<file path="src/rtl/race_round_controller.sv">
// race_round_controller
// Round and score sequencer for the Red Light, Green Light racer game.
// Racer 0 is the human player and the remaining racers are AI. A game is
// N_ROUNDS rounds. In each round a racer is disqualified for moving on red,
// and the lowest-index qualified racer to reach FINISH_X scores one point.
// At the end of the game the champion (and whether it is tied) is reported.
//
// Ports:
//   clk               system clock
//   reset             synchronous, active-high reset
//   start_key         active-low start button (a falling edge is a press)
//   red_light         1 while the red light is shown
//   moved             per-racer movement request this cycle
//   pos_x             packed racer x positions, racer i at [i*X_W +: X_W]
//   game_active       high in RESET_POS or PLAYING
//   scores            packed per-racer score counters
//   round_num         current round, 1..N_ROUNDS
//   winner_valid      the round just ended had a winner
//   winner_id         index of the last round winner
//   dq                per-racer disqualified flag for the current round
//   blink             per-racer blink (1 = draw hidden)
//   show_start_screen high in START
//   show_final_scores high in GAME_OVER
//   champion_id       highest-score racer (lowest index on ties)
//   champion_tie      more than one racer holds the top score
module race_round_controller #(
    parameter int N_RACERS     = 4,
    parameter int X_W          = 10,
    parameter int FINISH_X     = 580,
    parameter int N_ROUNDS     = 3,
    parameter int SCORE_W      = 4,
    parameter int RESET_DELAY  = 2500000,
    parameter int ROUND_DELAY  = 100000000,
    parameter int BLINK_HALF   = 12500000,
    parameter int BLINK_PHASES = 4
) (
    input  logic                        clk,
    input  logic                        reset,
    input  logic                        start_key,
    input  logic                        red_light,
    input  logic [N_RACERS-1:0]         moved,
    input  logic [N_RACERS*X_W-1:0]     pos_x,
    output logic                        game_active,
    output logic [N_RACERS*SCORE_W-1:0] scores,
    output logic [2:0]                  round_num,
    output logic                        winner_valid,
    output logic [2:0]                  winner_id,
    output logic [N_RACERS-1:0]         dq,
    output logic [N_RACERS-1:0]         blink,
    output logic                        show_start_screen,
    output logic                        show_final_scores,
    output logic [2:0]                  champion_id,
    output logic                        champion_tie
);

    localparam int CNT_W = 32;

    typedef enum logic [2:0] {
        ST_START      = 3'd0,
        ST_IDLE       = 3'd1,
        ST_RESET_POS  = 3'd2,
        ST_PLAYING    = 3'd3,
        ST_ROUND_END  = 3'd4,
        ST_NEXT_ROUND = 3'd5,
        ST_GAME_OVER  = 3'd6
    } state_t;

    state_t                      state_r, state_next_s;
    logic                        key_q_r;
    logic                        press_s;
    logic [CNT_W-1:0]            cnt_r;
    logic [N_RACERS*SCORE_W-1:0] scores_r;
    logic [2:0]                  round_num_r;
    logic                        winner_valid_r;
    logic [2:0]                  winner_id_r;
    logic [N_RACERS-1:0]         dq_r, dq_next_s, qual_s;
    logic [2:0]                  win_idx_s;
    logic [SCORE_W-1:0]          score_sel_s, score_inc_s;
    logic                        win_s, no_win_s;
    logic                        game_active_r, show_start_r, show_final_r;
    logic [N_RACERS-1:0]         blink_r, run_r;
    logic [CNT_W-1:0]            half_r  [N_RACERS];
    logic [CNT_W-1:0]            phase_r [N_RACERS];
    logic [SCORE_W-1:0]          best_s;
    logic [2:0]                  champ_s;
    logic                        tie_s;

    // A press is the cycle the key goes from released (1) to pressed (0).
    assign press_s = key_q_r & ~start_key;

    assign game_active       = game_active_r;
    assign scores            = scores_r;
    assign round_num         = round_num_r;
    assign winner_valid      = winner_valid_r;
    assign winner_id         = winner_id_r;
    assign dq                = dq_r;
    assign blink             = blink_r;
    assign show_start_screen = show_start_r;
    assign show_final_scores = show_final_r;
    assign champion_id       = champ_s;
    assign champion_tie      = tie_s;

    // Disqualification update and lowest-index qualifier search.
    always_comb begin
        dq_next_s = dq_r | (moved & {N_RACERS{red_light}});
        qual_s    = '0;
        win_idx_s = 3'd0;
        // Walk downwards so the lowest qualifying index is the one kept.
        for (int i = N_RACERS - 1; i >= 0; i--) begin
            if ((pos_x[i*X_W +: X_W] >= X_W'(FINISH_X)) && !dq_next_s[i]) begin
                qual_s[i] = 1'b1;
                win_idx_s = 3'(i);
            end else begin
                qual_s[i] = 1'b0;
            end
        end
        score_sel_s = scores_r[win_idx_s*SCORE_W +: SCORE_W];
        if (score_sel_s == {SCORE_W{1'b1}}) begin
            score_inc_s = score_sel_s;
        end else begin
            score_inc_s = score_sel_s + SCORE_W'(1);
        end
    end

    // Champion search over the score table (lowest index wins ties).
    always_comb begin
        best_s  = scores_r[0 +: SCORE_W];
        champ_s = 3'd0;
        tie_s   = 1'b0;
        for (int i = 1; i < N_RACERS; i++) begin
            if (scores_r[i*SCORE_W +: SCORE_W] > best_s) begin
                best_s  = scores_r[i*SCORE_W +: SCORE_W];
                champ_s = 3'(i);
            end else begin
                best_s  = best_s;
            end
        end
        for (int i = 0; i < N_RACERS; i++) begin
            if ((scores_r[i*SCORE_W +: SCORE_W] == best_s) && (3'(i) != champ_s)) begin
                tie_s = 1'b1;
            end else begin
                tie_s = tie_s;
            end
        end
    end

    // Next-state logic and round outcome strobes.
    always_comb begin
        state_next_s = state_r;
        win_s        = 1'b0;
        no_win_s     = 1'b0;
        case (state_r)
            ST_START: begin
                if (press_s) state_next_s = ST_IDLE;
                else         state_next_s = state_r;
            end
            ST_IDLE: begin
                if (press_s) state_next_s = ST_RESET_POS;
                else         state_next_s = state_r;
            end
            ST_RESET_POS: begin
                if (cnt_r == CNT_W'(RESET_DELAY - 1)) state_next_s = ST_PLAYING;
                else                                  state_next_s = state_r;
            end
            ST_PLAYING: begin
                if (|qual_s) begin
                    state_next_s = ST_ROUND_END;
                    win_s        = 1'b1;
                end else if (&dq_next_s) begin
                    state_next_s = ST_ROUND_END;
                    no_win_s     = 1'b1;
                end else begin
                    state_next_s = state_r;
                end
            end
            ST_ROUND_END: begin
                if (cnt_r == CNT_W'(ROUND_DELAY - 1)) begin
                    if (round_num_r == 3'(N_ROUNDS)) state_next_s = ST_GAME_OVER;
                    else                             state_next_s = ST_NEXT_ROUND;
                end else begin
                    state_next_s = state_r;
                end
            end
            ST_NEXT_ROUND: state_next_s = ST_IDLE;
            ST_GAME_OVER:  state_next_s = state_r;
            default:       state_next_s = ST_START;
        endcase
    end

    // State register.
    always_ff @(posedge clk) begin
        if (reset) state_r <= ST_START;
        else       state_r <= state_next_s;
    end

    // Dwell counter, restarted from 0 on every state change.
    always_ff @(posedge clk) begin
        if (reset) begin
            cnt_r <= '0;
        end else if (state_next_s != state_r) begin
            cnt_r <= '0;
        end else if ((state_r == ST_RESET_POS) || (state_r == ST_ROUND_END)) begin
            cnt_r <= cnt_r + CNT_W'(1);
        end else begin
            cnt_r <= '0;
        end
    end

    // Scores, round tracking, disqualification and registered status flags.
    always_ff @(posedge clk) begin
        if (reset) begin
            key_q_r        <= 1'b1;
            scores_r       <= '0;
            round_num_r    <= 3'd1;
            winner_valid_r <= 1'b0;
            winner_id_r    <= 3'd0;
            dq_r           <= '0;
            game_active_r  <= 1'b0;
            show_start_r   <= 1'b1;
            show_final_r   <= 1'b0;
        end else begin
            key_q_r       <= start_key;
            game_active_r <= (state_next_s == ST_RESET_POS) || (state_next_s == ST_PLAYING);
            show_start_r  <= (state_next_s == ST_START);
            show_final_r  <= (state_next_s == ST_GAME_OVER);
            case (state_r)
                ST_IDLE: begin
                    dq_r           <= '0;
                    winner_valid_r <= 1'b0;
                end
                ST_PLAYING: begin
                    dq_r <= dq_next_s;
                    if (win_s) begin
                        scores_r[win_idx_s*SCORE_W +: SCORE_W] <= score_inc_s;
                        winner_id_r    <= win_idx_s;
                        winner_valid_r <= 1'b1;
                    end else if (no_win_s) begin
                        winner_valid_r <= 1'b0;
                    end
                end
                ST_NEXT_ROUND: round_num_r <= round_num_r + 3'd1;
                default: ;
            endcase
        end
    end

    // Per-racer blink timers: BLINK_PHASES phases of BLINK_HALF cycles, odd phases hidden.
    always_ff @(posedge clk) begin
        if (reset || (state_r == ST_IDLE)) begin
            run_r   <= '0;
            blink_r <= '0;
            for (int i = 0; i < N_RACERS; i++) begin
                half_r[i]  <= '0;
                phase_r[i] <= '0;
            end
        end else begin
            for (int i = 0; i < N_RACERS; i++) begin
                if ((state_r == ST_PLAYING) && dq_next_s[i] && !dq_r[i]) begin
                    run_r[i]   <= 1'b1;
                    blink_r[i] <= 1'b0;
                    half_r[i]  <= '0;
                    phase_r[i] <= '0;
                end else if (run_r[i]) begin
                    if (half_r[i] == CNT_W'(BLINK_HALF - 1)) begin
                        half_r[i] <= '0;
                        if (phase_r[i] == CNT_W'(BLINK_PHASES - 1)) begin
                            run_r[i]   <= 1'b0;
                            blink_r[i] <= 1'b0;
                            phase_r[i] <= '0;
                        end else begin
                            // The next phase is odd exactly when the current one is even.
                            blink_r[i] <= ~phase_r[i][0];
                            phase_r[i] <= phase_r[i] + CNT_W'(1);
                        end
                    end else begin
                        half_r[i] <= half_r[i] + CNT_W'(1);
                    end
                end
            end
        end
    end

endmodule
</file>
<file path="config.mk">
export PLATFORM = sky130hd
export DESIGN_NAME = race_round_controller
export DESIGN_NICKNAME = d
export VERILOG_FILES = /design/src/rtl/race_round_controller.sv
export SDC_FILE = /design/constraint.sdc
export NUM_CORES = 1
export LEC_CHECK = 0
export BUFFER_PORTS_ARGS = -buffer_cell sky130_fd_sc_hd__buf_2
export CORE_ASPECT_RATIO = 0.6
export CORE_UTILIZATION = 65
export DETAILED_ROUTE_END_ITERATION = 6
export HOLD_SLACK_MARGIN = 0.02
export PLACE_DENSITY = 0.84
export SLEW_MARGIN = 40
export SYNTH_ARGS = -nofsm -noshare
export SYNTH_HDL_FRONTEND = slang
export SYNTH_SLANG_ARGS = --single-unit
export TNS_END_PERCENT = 1
</file>
<file path="constraint.sdc">
create_clock -name clk -period 15.67 [get_ports clk]
set_input_delay 0.7835 -clock clk [delete_from_list [all_inputs] [get_ports clk]]
set_output_delay 0.7835 -clock clk [all_outputs]
set_load 0.02 [all_outputs]
</file>
==> results.yml, run 1 <==
cells_and_area:
  syn_to_final_growth_pct: 9.32
  layout-drive-gt1-share_pct: 8.31
  fillers: 1850
  final_area_mm2: 0.0198
  fin_nets: 2013
  ff_latch_area_mm2: 0.00915
  diodes: 0
  multi_input_area_mm2: 0.00856
power_and_ir_drop:
  power.density_mw_per_mm2: 98.2
  p_leak_uw: 0.00661
  vdd_ir_drop_max_mv: 0.123
  p_total_uw: 1950
sta:
  slew_violations: 0
  setup-tns-final_ns: 0
  relSlewSlack_pct: 40.7
  tightest_slew_ns: 0.881
  finalWorstSetupSlack_ns: 7.76
  timing.final.crit_share_pct: 50.5
  max_freq_mhz: 126
  hold_viol: 0
  fin_skew_ns: 0.0142
  layout_min_cycle_time_ns: 7.91
  rsz0062_at_grt: "no"
  setup_viol: 0
routing:
  first_pass_iters: 6
  viasPerCell: 6.08
  post_drt_wl_per_cell_um: 17.2
  drt_drc_violations_left: 0
  ant_nets: 0
  initialDrtViolationCount: 1487
  vias: 14109
  drt_wl_total_mm: 40.0
logic_synthesis:
  netlist_instances: 1871
  ys_warn_count: 0
  synth.top_cell.area_share_pct: 42.4
  synth.distinct_cells: 79
  ys_seq_area_share_pct: 50.4
  synthesis.area_mm2: 0.0181
  avgSynthCellArea_um2: 9.69
  synthArstFlopShare_pct: 0
  yosys-top-cells-count: "nor2_1 (384), edfxtp_1 (256), xor2_1 (161)"
  synthFlopType: "edfxtp_1"
  synthTopCellsByArea: "edfxtp_1 (42%), dfxtp_1 (8.1%), nor2_1 (7.9%)"
  yosysMostFrequentCell: "nor2_1"
  synth_edf_count: 256
  synth_seq_cells: 329
  synth_top_area_cell: "edfxtp_1"
hold_path:
  hp-start: "start_key"
  hold_end: "key_q_r$_SDFF_PP1_"
  min_path_type: "input port to flip-flop"
  whs_path_depth: 2
worst_setup_path:
  cp.arrival_ns: 7.13
  rrSetupSlack_ns: 11.94
  rr_endpoint: "scores[5]$_SDFFE_PP0P_"
  required_ns: 14.89
  crit_fanout: 13
  start_kind: "flip-flop"
  rr_startpoint: "dq[2]$_SDFFE_PP0P_"
  cp-end-kind: "output pin"
  crit_type: "flip-flop to output pin"
  ff2ff_path_depth: 13
placed_design:
  pre_cts_ws_ns: 8.59
  gp_congestion: 0.958
  port-buffer-count: 75
  post_dp_cell_area_mm2: 0.0188
  hpwl_mm: 27.6
clock_tree:
  clockBufferDepth: 3
  cts_tree: "built"
  cts_hold_buf: 0
  clk_latency_ns: 0.57
  cts_buffers: 31
  cts.sinks: 329
  ctsResizeCount: 0
  post_cts.repair.setup_buffers: 0
  cts_max_level: 1
  clkTransAtPathRegs_ns: 0.07
  cts_root_buffer: "clkbuf_16"
floorplan:
  io_pins: 86
  rows: 46
  die_x_um: 218
  start_util_pct: 67.5
  core_area_mm2: 0.0269
  die_y_um: 131
  die_area_mm2: 0.0286
run_status:
  status: "finished, final reports clean"
run:
  cap_violations: 0
global_route:
  globalRoute.totalOverflow: 0
  grt_pass1_vias: 13037
  grt_pass1_wl_mm: 65.6
  grt_start_max_net_pins: 39
  grt.total_usage_pct: 27.8
  antenna_found_initial: 0
-- cells by family after synthesis --
group / Yosys count / share of synthesized area, %
AND/OR/NAND/NOR: 980 / 26.2
flip-flops: 329 / 50.4
XOR/XNOR: 273 / 13.2
AO/OA/AOI/OAI: 139 / 5.18
buffers and inverters: 112 / 2.47
adder cells (fa/ha/maj): 28 / 1.93
multiplexers: 9 / 0.545
other: 1 / 0.0207
-- critical path, stage by stage, from the launching register on --
cell and delay (ns):
dfxtp_1 0.54, inv_1 0.18, ha_1 0.34, nand4_1 0.37, and3_1 0.35, a311oi_1 0.46
nand2_1 0.23, ha_1 0.35, nand2_1 0.05, nor2_1 0.12, a21oi_1 0.15, o31ai_1 0.75
ha_1 0.38, nor2b_1 0.13, o211a_1 0.21, o21ai_1 0.61, mux2_2 0.44, xnor2_1 0.13
or4_1 0.49, nand3_1 0.10, buf_2 0.16
-- layout by cell type (no fill, tap or decap), drive strengths merged, types with 12 or more instances in the layout --
cell type,Yosys,routed
inv,55,55
o21ai,23,23
edfxtp,256,256
and4,17,17
dfxtp,73,73
or3,15,15
xnor2,112,112
buf,10,88
nand3b,16,16
clkbuf,46,49
nand2,155,155
nor4,48,48
nor3,39,39
nor2,384,384
ha,28,28
and2,12,12
a21oi,46,46
nand3,114,114
o31ai,12,12
xor2,161,161
and3,55,55
nand4,57,57
-- per-stage QoR --
stage | utilization, % | cells | hold WS [ns]
6_report | 73.8 | 2321 | 0.425
5_1_grt | 73.8 | 2321 | 0.426
4_1_cts | 73.7 | 2321 | 0.414
3_5_place_dp | 70.1 | 2264 | 0.457
3_3_place_gp | 70.1 | 2264 | 0.432
2_1_floorplan | - | 1872 | 0.413
-- sequential cells by signal (all words and copies together) (netlist names) --
signal	count
half_r	128
phase_r	128
cnt_r	32
scores	16
blink	4
dq	4
run_r	4
round_num	3
state_r	3
winner_id	2
game_active	1
key_q_r	1
show_final_scores	1
show_start_screen	1
winner_valid	1
-- power breakdown --
group / switching (µW) / internal (µW)
logic: 82.4 / 53.6
clock network: 325 / 415
registers: 65.2 / 1010
total: 473 / 1470
-- worst max-delay path by stage --
stage,start,endpoint,slack [ns],depth (start not counted)
global placement,scores[3]$_SDFFE_PP0P_,champion_tie,8.71,20
floorplan,scores[3]$_SDFFE_PP0P_,champion_tie,9.62,20
finish,scores[3]$_SDFFE_PP0P_,champion_tie,7.76,20
CTS,scores[3]$_SDFFE_PP0P_,champion_tie,7.99,20
global route,scores[3]$_SDFFE_PP0P_,champion_tie,7.41,20
detailed placement,scores[3]$_SDFFE_PP0P_,champion_tie,8.59,20
-- metal layers --
layer | routed length [µm] | up-vias | share of wire, % | track usage [%]
met4 | 513 | 0 | 1.3 | 4.69
met2 | 17500 | 566 | 44 | 41.0
met5 | 0 | - | 0 | 0
li1 | - | 6787 | - | -
met1 | 18800 | 6711 | 47 | 43.4
met3 | 3150 | 45 | 7.9 | 4.63
-- final cells by class --
type	instances	share of cell area, %
sequential	329	46.1
inverter	56	1.09
clock inverter	8	0.334
multi-input combinational	1431	43.2
timing repair buffer	88	2.39
tap	360	2.27
clock buffer	49	4.61
No activity file was read; power rests on OpenSTA's default activity.
==> run 2, diff against run 1 <==
Settings changed: CORE_UTILIZATION 65 to 62, PLACE_DENSITY 0.84 to 0.8.
Clock period 15.67 ns to 8.1 ns, I/O delays scaled along.
==> results.yml, run 2 (synthesis results as in run 1) <==
power_and_ir_drop:
  p_leak_uw: 0.00662
  vdd_ir_drop_max_mv: 0.162
  power.density_mw_per_mm2: 188
clock_tree:
  cts.sinks: 329
  cts_max_level: 1
  cts_tree: "built"
  ctsResizeCount: 0
  cts_root_buffer: "clkbuf_16"
  clockBufferDepth: 3
  clkTransAtPathRegs_ns: 0.07
  clk_latency_ns: 0.57
  cts_buffers: 30
routing:
  post_drt_wl_per_cell_um: 16.3
  viasPerCell: 5.94
  ant_nets: 0
  drt_drc_violations_left: 0
  vias: 13888
  drt_wl_total_mm: 38.2
  initialDrtViolationCount: 1255
  first_pass_iters: 6
worst_setup_path:
  crit_type: "flip-flop to output pin"
  crit_fanout: 13
  rrSetupSlack_ns: 4.21
  max_stage_delay_ns: 0.70
  ff2ff_path_depth: 12
  start_kind: "flip-flop"
  rr_endpoint: "scores[5]$_SDFFE_PP0P_"
  cp.arrival_ns: 7.07
  rr_startpoint: "dq[2]$_SDFFE_PP0P_"
  slowest_stage: "o31ai_1"
  crit_top_cell: "ha_1"
  crit_chain: "inv_1, ha_1, nand4_1, and3_1, a311oi_1, nand2_1, ha_1, nand2_1, nor2_1, a21oi_1, o31ai_1, ha_1, nor2b_1, o211a_1, o21ai_1, mux2_2, xnor2_1, or4_1, nand3_1, buf_2"
  required_ns: 7.70
  cp-endpoint: "champion_tie"
  cp-end-kind: "output pin"
  cp-startpoint: "scores[3]$_SDFFE_PP0P_"
cells_and_area:
  fin_nets: 2014
  fin_cells: 2337
  diodes: 0
  largestRegisters: "half_r x128, phase_r x128, cnt_r x32"
  syn_to_final_growth_pct: 9.51
  final_cell_mix: "nor2_1 (384), edfxtp_1 (256), xor2_1 (161)"
  layout-drive-gt1-share_pct: 8.51
  layout_commonest_cell: "nor2_1"
placed_design:
  gp_congestion: 0.912
  port-buffer-count: 75
  hpwl_mm: 26.5
  dp.cells: 2280
global_route:
  grt_pass1_wl_mm: 63.2
  antenna_found_initial: 0
  grt_use_met3_pct: 4.92
  grt_util_met1_pct: 39.1
  grt.total_usage_pct: 25.5
  grt_pass1_vias: 12808
  grt_start_max_net_pins: 39
  top_usage_layer: "met1"
  globalRoute.totalOverflow: 0
  use_met2_pct: 37.4
floorplan:
  die_area_mm2: 0.0300
  start_util_pct: 63.0
  core_area_mm2: 0.0288
  die_x_um: 223
  rows: 48
  io_pins: 86
  die_y_um: 134
sta:
  slew_violations: 0
  setup_viol: 0
  tightest_slew_ns: 0.894
  fin_skew_ns: 0.0141
  max_freq_mhz: 134
  relSlewSlack_pct: 40.4
  setup-tns-final_ns: 0
  hold_viol: 0
  rsz0062_at_grt: "no"
  layout_min_cycle_time_ns: 7.47
  timing.final.crit_share_pct: 92.3
hold_path:
  min_path_type: "input port to flip-flop"
  hp-start: "moved[1]"
run:
  cap_violations: 0
run_status:
  status: "finished, final reports clean"
## run 2: cell count changes in the layout (fill, tap and decap cells not counted), sizes merged
cell and change:
clkbuf -12, clkinv +7, inv +2, buf +1, bufinv +1, clkinvlp +1
dlygate4sd3 +1
## run 2: critical path: cells and delay by family (launching register included)
family	cells	cell delay, ns
AO/OA/AOI/OAI	5	2.15
AND/OR/NAND/NOR	8	1.88
adder cells (fa/ha/maj)	3	1.07
flip-flops	1	0.50
multiplexers	1	0.44
buffers and inverters	2	0.33
XOR/XNOR	1	0.13
## run 2: worst min-delay path by stage
stage / endpoint / slack, ns / cells past startpoint
after CTS: dq[1]$_SDFFE_PP0P_ / 0.10 / 3
after detailed placement: cnt_r[0]$_SDFF_PP0_ / 0.44 / 1
after floorplan: cnt_r[0]$_SDFF_PP0_ / 0.41 / 1
after global placement: cnt_r[0]$_SDFF_PP0_ / 0.42 / 1
final: dq[1]$_SDFFE_PP0P_ / 0.13 / 3
after global routing: dq[1]$_SDFFE_PP0P_ / 0.14 / 3
## run 2: layout make-up
class / count / area, µm²
repair buffers: 90 / 498
clock inverters: 19 / 146
fillers: 2121 / 8910
multi-input cells: 1431 / 8560
well taps: 375 / 469
clock buffers: 37 / 818
inverters: 56 / 215
flip-flops and latches: 329 / 9150
## run 2: metrics by stage
step / worst slack [ns] / utilization, % / power (µW) / hold slack [ns] / cell area (µm²)
after floorplan: 2.43 / - / 2270 / 0.413 / 18100
after global placement: 1.54 / 65.5 / 2350 / 0.424 / 18800
after detailed placement: 1.47 / 65.6 / 2360 / 0.445 / 18900
after CTS: 0.840 / 69.0 / 3750 / 0.105 / 19800
after global routing: 0.324 / 69.0 / 3870 / 0.138 / 19900
final: 0.626 / 69.0 / 3740 / 0.133 / 19900
## run 2: metal layers
| layer | routed length (µm) | vias to the layer above |
|---|---|---|
| li1 | - | 6794 |
| met1 | 18600 | 6541 |
| met2 | 16300 | 493 |
| met3 | 2630 | 60 |
| met4 | 627 | 0 |
| met5 | 0 | - |
## run 2: power breakdown
| group | leakage [µW] | internal (µW) | switching, µW |
|---|---|---|---|
| registers | 0.00330 | 1950 | 124 |
| clock network | 0.000484 | 779 | 623 |
| logic | 0.00284 | 104 | 160 |
| total | 0.00662 | 2830 | 907 |
## run 2: what timing repair did
item | in CTS | in global routing
hold endpoints to repair | 1 | 0
endpoints found under the setup margin | 0 | 0
setup buffers | 0 | 0
hold buffers | 1 | 0
==> run 3, diff against run 2 <==
Settings changed: CORE_UTILIZATION 62 to 55, PLACE_DENSITY 0.8 to 0.73, SKIP_LAST_GASP set to 1, SLEW_MARGIN 40 to 0.
==> results.yml, run 3 (synthesis results as in run 1) <==
cells_and_area:
  layout-drive-gt1-share_pct: 8.46
  syn_to_final_growth_pct: 10.1
  largestRegisters: "half_r x128, phase_r x128, cnt_r x32"
  layout_commonest_cell: "nor2_1"
  multi_input_area_mm2: 0.00854
  fin_nets: 2014
  ff_latch_area_mm2: 0.00915
  fillers: 2669
  final_area_mm2: 0.0200
  final_cell_mix: "nor2_1 (384), edfxtp_1 (256), xor2_1 (161)"
clock_tree:
  ctsResizeCount: 0
  cts_max_level: 1
  cts_hold_buf: 0
  clockBufferDepth: 3
  cts_root_buffer: "clkbuf_16"
  clkTransAtPathRegs_ns: 0.06
  cts_tree: "built"
  cts.sinks: 329
  post_cts.repair.setup_buffers: 0
  clk_latency_ns: 0.57
  cts_buffers: 31
floorplan:
  die_y_um: 143
  die_x_um: 236
  start_util_pct: 55.9
  die_area_mm2: 0.0337
  rows: 51
  io_pins: 86
  core_area_mm2: 0.0324
worst_setup_path:
  crit_top_cell: "ha_1"
  slowest_stage: "o21ai_1"
  cp-end-kind: "output pin"
  path_depth: 21
  crit_fanout: 13
  cp_num_buf_inv: 3
  required_ns: 7.70
  start_kind: "flip-flop"
  critPathTopFamily: "compound AO/OA/AOI/OAI gates"
  max_stage_delay_ns: 0.66
  crit_chain: "inv_1, ha_1, nand4_1, nand3_1, o221ai_1, or2_2, inv_1, ha_1, nor2b_1, o21bai_1, a21oi_1, o31ai_1, ha_1, nor2b_1, o211a_1, o21ai_1, mux2_2, xnor2_1, or4_1, nand3_1, buf_2"
  cp.arrival_ns: 6.96
  ff2ff_path_depth: 12
  crit_type: "flip-flop to output pin"
sta:
  rsz0062_at_grt: "no"
  tightest_slew_ns: 1.14
  layout_min_cycle_time_ns: 7.36
  max_freq_mhz: 136
  fin_skew_ns: 0.0156
  setup-tns-final_ns: 0
  hold_viol: 0
  timing.final.crit_share_pct: 90.9
  setup_viol: 0
  slew_violations: 0
  relSlewSlack_pct: 23.6
routing:
  drt_drc_violations_left: 0
  ant_nets: 0
  initialDrtViolationCount: 1008
  first_pass_iters: 5
  drt_wl_total_mm: 37.8
  viasPerCell: 5.70
  post_drt_wl_per_cell_um: 15.8
  vias: 13617
run:
  cap_violations: 0
hold_path:
  whs_path_depth: 2
  min_path_type: "input port to flip-flop"
power_and_ir_drop:
  p_switching_uw: 917
  p_clk_share_pct: 39.0
  combPwrFrac_pct: 6.8
  power.density_mw_per_mm2: 192
  switching_share_pct: 24.0
  seqPwrFrac_pct: 54.1
  intPower_uw: 2910
  p_leak_uw: 0.00665
  vdd_ir_drop_max_mv: 0.185
global_route:
  grt_pass1_wl_mm: 63.1
  globalRoute.totalOverflow: 0
  antenna_found_initial: 0
  grt.total_usage_pct: 22.4
  grt_start_max_net_pins: 39
  grt_pass1_vias: 12592
placed_design:
  post_dp_cell_area_mm2: 0.0189
  gp_congestion: 0.900
  hpwl_mm: 26.1
  port-buffer-count: 75
run_status:
  status: "finished, final reports clean"
run 3: worst reg2reg max path: stages (launching register included):
cell and delay, ns:
dfxtp_1 0.33, a21oi_1 0.19, o311ai_0 0.28, o22ai_1 0.44
nand2_1 0.41, o21ai_0 0.36, mux2i_2 0.18, inv_1 0.11
ha_1 0.19, inv_1 0.15, a311oi_2 0.31, mux2i_1 0.52
o21ai_0 0.18
run 3: power by group through the flow:
stage	clock, µW	sequential (µW)	combinational (µW)
floorplan	0	2070	198
global placement	0	2090	255
detailed placement	0	2100	259
CTS	1530	2070	262
global route	1590	2090	291
finish	1490	2070	261
run 3: final timing paths:
path                                              from                      to  slack [ns]
worst min-delay path                         start_key      key_q_r$_SDFF_PP1_        0.07
worst max register to register      dq[2]$_SDFFE_PP0P_  scores[5]$_SDFFE_PP0P_        4.32
worst max-delay path            scores[3]$_SDFFE_PP0P_            champion_tie        0.74
worst min register to register   blink[0]$_SDFFE_PP0P_   blink[0]$_SDFFE_PP0P_        0.45
run 3: layout make-up:
| class | count | share of cell area (%) |
|---|---|---|
| repair buffers | 89 | 2.41 |
| well taps | 424 | 2.66 |
| clock inverters | 17 | 0.852 |
| flip-flops and latches | 329 | 45.8 |
| diodes | 1 | 0.0125 |
| inverters | 56 | 1.08 |
| multi-input cells | 1431 | 42.8 |
| clock buffers | 40 | 4.37 |
run 3: stage by stage:
stage | setup WS (ns) | power, µW | hold WS [ns] | util (%) | cells
2_1_floorplan | 2.43 | 2270 | 0.413 | - | 1872
3_3_place_gp | 1.68 | 2350 | 0.425 | 58.4 | 2329
3_5_place_dp | 1.46 | 2360 | 0.435 | 58.4 | 2329
4_1_cts | 0.818 | 3850 | 0.0427 | 61.6 | 2386
5_1_grt | 0.377 | 3970 | 0.0539 | 61.6 | 2386
6_report | 0.738 | 3820 | 0.0709 | 61.6 | 2387
run 3: routing by layer:
| metal | share of wire (%) | vias to the layer above | track usage, % | wire [µm] |
|---|---|---|---|---|
| met2 | 41 | 326 | 32.7 | 15600 |
| met5 | 0 | - | 0 | 0 |
| met1 | 52 | 6451 | 34.9 | 19600 |
| met4 | 1.6 | 0 | 4.41 | 591 |
| met3 | 5.1 | 48 | 3.67 | 1930 |
| li1 | - | 6792 | - | - |
